`config.mk`:
```
export PLATFORM = sky130hd
export DESIGN_NAME = sprite_anim_ctrl_flat
export DESIGN_NICKNAME = d
export VERILOG_FILES = /design/src/rtl/sprite_pkg.sv /design/src/rtl/sprite_anim_ctrl_if.sv /design/src/rtl/sprite_anim_ctrl_btn_sync.sv /design/src/rtl/sprite_anim_ctrl.sv /design/src/flat_wrapper.sv
export SDC_FILE = /design/constraint.sdc
export NUM_CORES = 1
export LEC_CHECK = 0
export CELL_PAD_IN_SITES_DETAIL_PLACEMENT = 1
export CELL_PAD_IN_SITES_GLOBAL_PLACEMENT = 1
export CORE_UTILIZATION = 25
export CTS_CLUSTER_SIZE = 8
export DETAILED_ROUTE_END_ITERATION = 6
export HOLD_SLACK_MARGIN = 0.03
export PLACE_DENSITY = 0.51
export SLEW_MARGIN = 20
export SYNTH_ARGS = -nofsm -noshare
export SYNTH_HDL_FRONTEND = slang
export SYNTH_SLANG_ARGS = --single-unit
```
`constraint.sdc`:
```
create_clock -name clk -period 5.08 [get_ports clk]
set_input_delay 1.016 -clock clk [delete_from_list [all_inputs] [get_ports clk]]
set_output_delay 1.016 -clock clk [all_outputs]
set_load 0.02 [all_outputs]
```
`src/rtl/sprite_pkg.sv`:
```
// rtl/sprite_pkg.sv - shared types and screen constants for the sprite animation controller
package sprite_pkg;

   typedef enum logic [1:0] {
      DIR_DOWN  = 2'd0,
      DIR_UP    = 2'd1,
      DIR_LEFT  = 2'd2,
      DIR_RIGHT = 2'd3
   } dir_t;

   typedef enum logic {
      ST_IDLE,
      ST_WALK
   } anim_state_t;

   localparam int H_ACTIVE = 640;
   localparam int V_ACTIVE = 480;

endpackage

```
`src/rtl/sprite_anim_ctrl_if.sv`:
```
// rtl/sprite_anim_ctrl_if.sv - player input and sprite state bundle
interface sprite_anim_ctrl_if;

   logic       frame_tick;
   logic       btn_up;
   logic       btn_down;
   logic       btn_left;
   logic       btn_right;
   logic [1:0] start;
   logic [1:0] step;
   logic       moving;
   logic [9:0] pos_x;
   logic [9:0] pos_y;

   modport master (
      output frame_tick, btn_up, btn_down, btn_left, btn_right,
      input  start, step, moving, pos_x, pos_y
   );

   modport slave (
      input  frame_tick, btn_up, btn_down, btn_left, btn_right,
      output start, step, moving, pos_x, pos_y
   );

endinterface

```
`src/rtl/sprite_anim_ctrl_btn_sync.sv`:
```
// rtl/sprite_anim_ctrl_btn_sync.sv - button synchronizers and direction priority encoder
module btn_sync
   import sprite_pkg::*;
(
   input  logic clk,
   input  logic reset,
   input  logic btn_up,
   input  logic btn_down,
   input  logic btn_left,
   input  logic btn_right,
   output logic req_valid,
   output dir_t req_dir
);

   // bit order: {right, left, down, up}
   logic [3:0] meta_q;
   logic [3:0] sync_q;

   always_ff @(posedge clk) begin
      if (reset) begin
         meta_q <= 4'b0000;
         sync_q <= 4'b0000;
      end else begin
         meta_q <= {btn_right, btn_left, btn_down, btn_up};
         sync_q <= meta_q;
      end
   end

   assign req_valid = |sync_q;

   always_comb begin
      req_dir = DIR_RIGHT;
      if (sync_q[0])
         req_dir = DIR_UP;
      else if (sync_q[1])
         req_dir = DIR_DOWN;
      else if (sync_q[2])
         req_dir = DIR_LEFT;
   end

endmodule

```
`src/rtl/sprite_anim_ctrl.sv`:
```
// rtl/sprite_anim_ctrl.sv - frame-locked walk FSM producing direction, animation step and clamped position
module sprite_anim_ctrl
   import sprite_pkg::*;
#(
   parameter int FRAMES_PER_STEP = 8,
   parameter int SPEED           = 2,
   parameter int SPRITE_W        = 32,
   parameter int SPRITE_H        = 32,
   parameter int X_INIT          = 304,
   parameter int Y_INIT          = 224
) (
   input  logic             clk,
   input  logic             reset,
   sprite_anim_ctrl_if.slave bus
);

   localparam logic [0:0] S_IDLE = ST_IDLE;
   localparam logic [0:0] S_WALK = ST_WALK;

   localparam int X_LIM    = H_ACTIVE - SPRITE_W;
   localparam int Y_LIM    = V_ACTIVE - SPRITE_H;
   localparam int DIV_LIM  = FRAMES_PER_STEP - 1;

   localparam logic signed [10:0] X_MAX    = X_LIM[10:0];
   localparam logic signed [10:0] Y_MAX    = Y_LIM[10:0];
   localparam logic signed [10:0] SPD      = SPEED[10:0];
   localparam logic [7:0]         DIV_LAST = DIV_LIM[7:0];
   localparam logic [9:0]         X_RST    = X_INIT[9:0];
   localparam logic [9:0]         Y_RST    = Y_INIT[9:0];

   logic       req_valid;
   dir_t       req_dir;

   logic [0:0] state_q;
   dir_t       start_q;
   logic [1:0] step_q;
   logic [7:0] div_q;
   logic [9:0] pos_x_q;
   logic [9:0] pos_y_q;

   logic signed [10:0] cur_x;
   logic signed [10:0] cur_y;
   logic signed [10:0] nx;
   logic signed [10:0] ny;
   logic [9:0]         mv_x;
   logic [9:0]         mv_y;

   btn_sync u_btn_sync (
      .clk       (clk),
      .reset     (reset),
      .btn_up    (bus.btn_up),
      .btn_down  (bus.btn_down),
      .btn_left  (bus.btn_left),
      .btn_right (bus.btn_right),
      .req_valid (req_valid),
      .req_dir   (req_dir)
   );

   function automatic logic [9:0] clamp(input logic signed [10:0] v,
                                        input logic signed [10:0] hi);
      if (v < 11'sd0)
         return 10'd0;
      else if (v > hi)
         return hi[9:0];
      else
         return v[9:0];
   endfunction

   assign cur_x = signed'({1'b0, pos_x_q});
   assign cur_y = signed'({1'b0, pos_y_q});

   // Candidate position one step in the requested direction, saturated to the active area
   always_comb begin
      nx = cur_x;
      ny = cur_y;
      case (req_dir)
         DIR_UP:    ny = cur_y - SPD;
         DIR_DOWN:  ny = cur_y + SPD;
         DIR_LEFT:  nx = cur_x - SPD;
         DIR_RIGHT: nx = cur_x + SPD;
         default:   nx = cur_x;
      endcase
      mv_x = clamp(nx, X_MAX);
      mv_y = clamp(ny, Y_MAX);
   end

   always_ff @(posedge clk) begin
      if (reset) begin
         state_q <= S_IDLE;
         start_q <= DIR_DOWN;
         step_q  <= 2'd0;
         div_q   <= 8'd0;
         pos_x_q <= X_RST;
         pos_y_q <= Y_RST;
      end else if (bus.frame_tick) begin
         if (state_q == S_IDLE) begin
            step_q <= 2'd0;
            if (req_valid) begin
               state_q <= S_WALK;
               start_q <= req_dir;
               div_q   <= 8'd0;
               pos_x_q <= mv_x;
               pos_y_q <= mv_y;
            end
         end else begin
            if (!req_valid) begin
               // Facing direction is kept so the idle sprite looks where it last walked
               state_q <= S_IDLE;
               step_q  <= 2'd0;
               div_q   <= 8'd0;
            end else if (req_dir != start_q) begin
               start_q <= req_dir;
               step_q  <= 2'd0;
               div_q   <= 8'd0;
               pos_x_q <= mv_x;
               pos_y_q <= mv_y;
            end else begin
               if (div_q == DIV_LAST) begin
                  div_q  <= 8'd0;
                  step_q <= step_q + 2'd1;
               end else begin
                  div_q  <= div_q + 8'd1;
               end
               pos_x_q <= mv_x;
               pos_y_q <= mv_y;
            end
         end
      end
   end

   assign bus.start  = start_q;
   assign bus.step   = step_q;
   assign bus.moving = (state_q == S_WALK);
   assign bus.pos_x  = pos_x_q;
   assign bus.pos_y  = pos_y_q;

endmodule

```
`src/flat_wrapper.sv`:
```
// flat-port wrapper written by rule: the top's interface ports become plain ports
module sprite_anim_ctrl_flat import sprite_pkg::*;
#(
   parameter int FRAMES_PER_STEP = 8,
   parameter int SPEED           = 2,
   parameter int SPRITE_W        = 32,
   parameter int SPRITE_H        = 32,
   parameter int X_INIT          = 304,
   parameter int Y_INIT          = 224
)
  (clk, reset, bus_frame_tick, bus_btn_up, bus_btn_down, bus_btn_left, bus_btn_right, bus_start, bus_step, bus_moving, bus_pos_x, bus_pos_y);
  sprite_anim_ctrl_if bus_i ();
  input  logic clk;
  input  logic reset;
  input wire logic [$bits(bus_i.frame_tick)-1:0] bus_frame_tick;
  input wire logic [$bits(bus_i.btn_up)-1:0] bus_btn_up;
  input wire logic [$bits(bus_i.btn_down)-1:0] bus_btn_down;
  input wire logic [$bits(bus_i.btn_left)-1:0] bus_btn_left;
  input wire logic [$bits(bus_i.btn_right)-1:0] bus_btn_right;
  output wire logic [$bits(bus_i.start)-1:0] bus_start;
  output wire logic [$bits(bus_i.step)-1:0] bus_step;
  output wire logic [$bits(bus_i.moving)-1:0] bus_moving;
  output wire logic [$bits(bus_i.pos_x)-1:0] bus_pos_x;
  output wire logic [$bits(bus_i.pos_y)-1:0] bus_pos_y;
  assign bus_i.frame_tick = bus_frame_tick;
  assign bus_i.btn_up = bus_btn_up;
  assign bus_i.btn_down = bus_btn_down;
  assign bus_i.btn_left = bus_btn_left;
  assign bus_i.btn_right = bus_btn_right;
  assign bus_start = bus_i.start;
  assign bus_step = bus_i.step;
  assign bus_moving = bus_i.moving;
  assign bus_pos_x = bus_i.pos_x;
  assign bus_pos_y = bus_i.pos_y;
  sprite_anim_ctrl #(.FRAMES_PER_STEP(FRAMES_PER_STEP), .SPEED(SPEED), .SPRITE_W(SPRITE_W), .SPRITE_H(SPRITE_H), .X_INIT(X_INIT), .Y_INIT(Y_INIT)) u_core (.clk(clk), .reset(reset), .bus(bus_i));
endmodule
```
# Word level (Yosys, flattened, before mapping)
# Index checks and enable logic that the tools add are counted.
totals:
  latch_bits: 0
  n_memories: 0
  in_bits: 7
  regBits: 41
  mem_bits_rw: 0
  mem_bits_ro: 0
classes:
  n_eq_ne: 7
  n_bitwise: 0
  n_mux: 23
  n_div: 0
  reduce_logical: 7
  order_cmp: 4
  multipliers: 0
  n_shift: 0
  n_addsub: 6
ops:
  columns: ["operator", "n"]
  rows:
  - ["$pmux W11 S2", 2]
  - ["$mux W10", 4]
  - ["$mux W8", 5]
  - ["$add A10 B2 Y11 const B", 2]
  - ["$lt A11 B1 Y1 const B", 2]
  - ["$sub A10 B2 Y11 const B", 2]
  - ["$mux W2", 10]
  - ["$gt A11 B10 Y1 const B", 1]
  - ["$gt A11 B11 Y1 const B", 1]
  - ["$add A8 B1 Y8 const B", 1]
  - ["$eq A8 B3 Y1 const B", 1]
  - ["$reduce_and A2 Y1", 3]
  - ["$eq A2 B2 Y1 const B", 2]
  - ["$ne A4 B4 Y1 const B", 1]
  - ["$reduce_or A4 Y1", 1]
  - ["$reduce_and A3 Y1", 1]
  - ["$add A2 B1 Y2 const B", 1]
  - ["$eq A2 B1 Y1 const B", 1]
  - ["$logic_not A2 Y1", 1]
  - ["$mux W1", 2]
  - ["$ne A2 B2 Y1", 1]
  - ["$ne A2 B2 Y1 const B", 1]
  - ["$reduce_bool A2 Y1", 1]

# Logic depth before layout (Yosys ltp)
logic_depth:
  depth_word: 8
  ltp_mapped: 12
  ltp_nobuf: 12

# Hierarchy
# From an unflattened synthesis, not the netlist that was laid out.
hier_totals:
  hier_cells: 326
  hier_area_um2: 2723.9
modules_own_cells:
  columns: ["mod", "seq_area_each_um2", "cells_each", "area_per_inst_um2", "n_inst"]
  rows:
  - ["sprite_anim_ctrl", 620.6, 307, 2494.9, 1]
  - ["btn_sync", 160.2, 19, 229.0, 1]

# Worst setup path before layout
# Ideal clock, no wire load.
synth_path:
  path_kind: "register -> register"
  startpoint: "reg u_core.u_btn_sync.sync_q[0]"
  endpoint: "reg u_core.pos_x_q[4], in the netlist u_core.bus.pos_x[4]"
  t_arrival_ps: 2909
  path_slack_ps: 2044
  setup_time_ps: 127
  path_stages_with_launch: 12
  path_buffers: 1
  cell_sequence: "dfxtp_1 buf_6 or3_1 ha_1 a211oi_2 o31ai_4 a211oi_1 xor2_1 nand3_1 a32oi_2 o21ai_0 or3_1"
synth_via:
  elab_chain_cells: 6
  word_cells_on_any_way: 10
synth_rtl:
  columns: ["element", "line_no", "rtl"]
  rows:
  - ["from (decl)", "sprite_anim_ctrl_btn_sync.sv:17", "logic [3:0] sync_q;"]
  - ["from (signal assigned)", "sprite_anim_ctrl_btn_sync.sv:25", "sync_q <= meta_q;"]
  - ["$mux W2", "sprite_anim_ctrl_btn_sync.sv:33", "if (sync_q[0])"]
  - ["$eq A2 B2 Y1", "sprite_anim_ctrl.sv:76", "case (req_dir)"]
  - ["$pmux W11 S2", "sprite_anim_ctrl.sv:76", null]
  - ["$gt A11 B11 Y1", "sprite_anim_ctrl.sv:63", "else if (v > hi)"]
  - ["$mux W10", "sprite_anim_ctrl.sv:63", null]
  - ["$mux W10", "sprite_anim_ctrl.sv:61", "if (v < 11'sd0)"]
  - ["to (signal assigned)", "sprite_anim_ctrl.sv:102", "pos_x_q <= mv_x;"]
  - ["to (signal assigned)", "sprite_anim_ctrl.sv:115", "pos_x_q <= mv_x;"]
  - ["to (signal assigned)", "sprite_anim_ctrl.sv:124", "pos_x_q <= mv_x;"]
  - ["to (decl)", "sprite_anim_ctrl.sv:38", "logic [9:0] pos_x_q;"]
# Parallel ways exist; a longest one is shown, timed or not.
# A chain may end at the register's enable or synchronous reset.

# Final worst setup path
# Same ends and word-level chain as after synthesis.

==> results.yml <==
synthesis:
  synth_warnings: 0
  post-synth-top-area-cell: "dfxtp_1"
  number_of_synthesized_flops_with_an_enable_pin: 0
  yosysMostFrequentCell: "dfxtp_1"
  synth.cells.most_frequent: "dfxtp_1, nor2_1, nand2_1, a21oi_1"
  netlist.area_leader.share: 0.300
  synth_cell_types: 64
  netlist_top_cells_area: "dfxtp_1, ha_1, a21oi_1, nor2_1, nand2_1"
  total_standard_cell_area_after_synthesis_um2: 2610
  syn_area_per_cell_um2: 8.35
  seq_area_frac_synth: 0.300
  postSynthRegisterBits: 39
  synthCells: 312
  synth-async-reset-ratio: 0
  ys_dominant_reg_cell: "dfxtp_1"
routing:
  routed-via-count: 2275
  met3WireLength_um: 119
  antenna_violating_nets_post_route: 0
  vias_per_cell: 4.81
  remaining_drc_errors: 0
  top_signal_layer_used: "met4"
  drtIter0Drc: 50
  met2_length_mm: 2.94
  route.layer.met1.wl_mm: 3.77
  post_drt_wl_per_cell_um: 14.5
  first_pass_iters: 4
  finalWirelength_mm: 6.87
clocking:
  cts_sinks: 39
  ctsRootBufferMaster: "clkbuf_8"
  clkSlewWorstSetupHoldPaths_ns: 0.08
  cts_tree: "yes"
  cts_buffer_depth: 2
  post-cts-setup-buffers: 0
  ctsResizeCount: 0
  cts_made_buffers: 5
  cts_hold_buffers: 0
  clk-insertion-delay-late_ns: 0.30
  htree_levels: 2
grt:
  grt_pass1_wl_mm: 11.7
  grtUsageTotal: 0.133
  grt_start_max_net_pins: 25
  grt_pass1_vias: 2296
  initial_antenna_violation_count: 0
  grt_remaining_overflow: 0
die:
  die_extent_in_x_um: 104
  placeableCoreArea_um2: 9950
  initial_utilization: 0.262
  i_o_pins: 32
  die_height_um: 104
  std_cell_rows: 36
  die_area_um2: 10800
timing:
  fin_worst_skew_ns: 0.00750
  finalSetupTns_ns: 0
  timing_hold_violations_final: 0
  timing.final.crit_share: 0.666
  period_minus_slack_ns: 3.38
  maxSlewViolCount: 0
  max-slew-margin-rel: 0.452
  fmax_mhz: 296
  worst_slack_ns: 1.70
  worst_slew_pin_slew_ns: 0.823
  setup-violations-final: 0
  rsz0062_at_grt: "false"
place:
  gp_congestion: 0.759
  dp_cells: 465
  hpwlAfterDp_mm: 5.32
  io_buffer_count: 29
  pre_cts_slack_ns: 1.69
setup_path:
  cp-start-kind: "flop"
  worst-setup-path-type: "reg -> reg"
  endpoint_kind: "flop"
  worstPathArrival_ns: 3.56
  critical_path_required_ns: 5.26
  critical_path_peak_fanout: 12
layout:
  fill_cell_instance_count_of_the_final_layout: 1177
  layout_area_growth_over_synthesis_pct: 19.3
  final_layout_size_suffix_gt1_frac: 0.0618
  fin_nets: 366
  layoutNonFillerInstCount: 473
  final_core_utilization: 0.312
  n_antenna_cell: 0
power:
  switching_power_w: 0.000292
  clock_power_share: 0.276
  combPwrFrac: 0.316
  worst_case_vdd_ir_drop_v: 0.0000957
  p_leak_nw: 1.10
  internal_power_w: 0.000547
  power_switching_share: 0.348
  power_density_normalized_to_cell_area_nw_per_um2: 270
  seq_power_share: 0.408
worst_hold_path:
  worst_hold_path_type: "reg -> reg"
flow_run:
  drv_cap: 0
status:
  run_status: "complete, no violations"
-- logic make-up (layout without fill, tap and decap cells) --
logic type / count (synthesis) / after routing / synth area share
and+or+nand+nor: 112 / 112 / 0.221
xor gates and xnor gates: 13 / 13 / 0.0437
DFF: 39 / 39 / 0.300
AOI/OAI and AO/OA: 95 / 95 / 0.258
other: 1 / 2 / 0.00144
buffers and inverters: 25 / 52 / 0.0461
muxes: 7 / 7 / 0.0288
adders and majority gates: 20 / 20 / 0.102
-- critical path, stage by stage, from the launching register on --
cell and delay, ns:
dfxtp_1 0.40, or3_1 0.60, ha_1 0.37, a211oi_2 0.32, o31ai_4 0.13, a211oi_1 0.26, xor2_1 0.28, nand3_1 0.13
a32oi_2 0.32, nor4_1 0.08, or3_1 0.37
-- cell usage in the layout, fill, tap and decap left out, drive strengths merged, types with 3 or more instances in the layout --
| master | n |
|---|---|
| a211oi | 5 |
| a21oi | 26 |
| a31oi | 3 |
| clkbuf | 6 |
| clkdlybuf4s50 | 29 |
| dfxtp | 39 |
| ha | 18 |
| inv | 13 |
| mux2i | 6 |
| nand2 | 26 |
| nand3 | 6 |
| nand3b | 7 |
| nand4 | 4 |
| nor2 | 30 |
| nor2b | 9 |
| nor3 | 4 |
| nor4 | 3 |
| o211ai | 3 |
| o21a | 10 |
| o21ai | 19 |
| o22ai | 4 |
| o31ai | 5 |
| or2 | 3 |
| or3 | 6 |
| xnor2 | 7 |
| xor2 | 6 |
-- through the flow --
| step | hold slack [ns] | power, W | area (um2) |
|---|---|---|---|
| after floorplan | 0.414 | 0.000541 | 2610 |
| after global placement | 0.421 | 0.000617 | 3010 |
| after detailed placement | 0.429 | 0.000616 | 3010 |
| after CTS | 0.449 | 0.000853 | 3110 |
| after global routing | 0.462 | 0.000897 | 3110 |
| final | 0.444 | 0.000839 | 3110 |
-- power groups by stage --
stage	Combinational, W	Sequential [W]	Clock (W)
floorplan	0.000184	0.000357	0
global placement	0.000267	0.000350	0
detailed placement	0.000266	0.000350	0
CTS	0.000268	0.000343	0.000243
global route	0.000297	0.000346	0.000254
finish	0.000265	0.000342	0.000231
-- layer usage --
layer	vias to the layer above	GRT usage
met5	-	0
met4	0	0.0306
met3	4	0.0232
met2	21	0.205
met1	1065	0.192
li1	1185	-
-- state kept, by name, summed over array words and instances, names as in the netlist --
register                  count
u_core.bus.step               2
u_core.bus.pos_y              9
u_core.bus.pos_x              9
u_core.u_btn_sync.sync_q      4
u_core.div_q                  8
u_core.bus.moving             1
u_core.u_btn_sync.meta_q      4
u_core.bus.start              2
-- cell type report --
cell class / count / area [um2] / share of cell area
Multi-Input combinational cell: 249 / 1710 / 0.550
Sequential cell: 39 / 781 / 0.251
Timing Repair Buffer: 31 / 305 / 0.0982
Tap cell: 133 / 166 / 0.0535
Clock buffer: 6 / 82.6 / 0.0266
Inverter: 13 / 48.8 / 0.0157
Clock inverter: 2 / 16.3 / 0.00523
-- worst paths after layout --
check	from	endpoint	slack (ns)	cells past startpoint
setup / recovery	u_core.u_btn_sync.sync_q[0]	u_core.bus.pos_x[4]	1.70	10
hold / removal	u_core.u_btn_sync.meta_q[2]	u_core.u_btn_sync.sync_q[2]	0.44	1
setup reg to reg	u_core.u_btn_sync.sync_q[0]	u_core.bus.pos_x[4]	1.70	10
hold reg to reg	u_core.u_btn_sync.meta_q[2]	u_core.u_btn_sync.sync_q[2]	0.44	1
(Power assumes the default switching activity.)
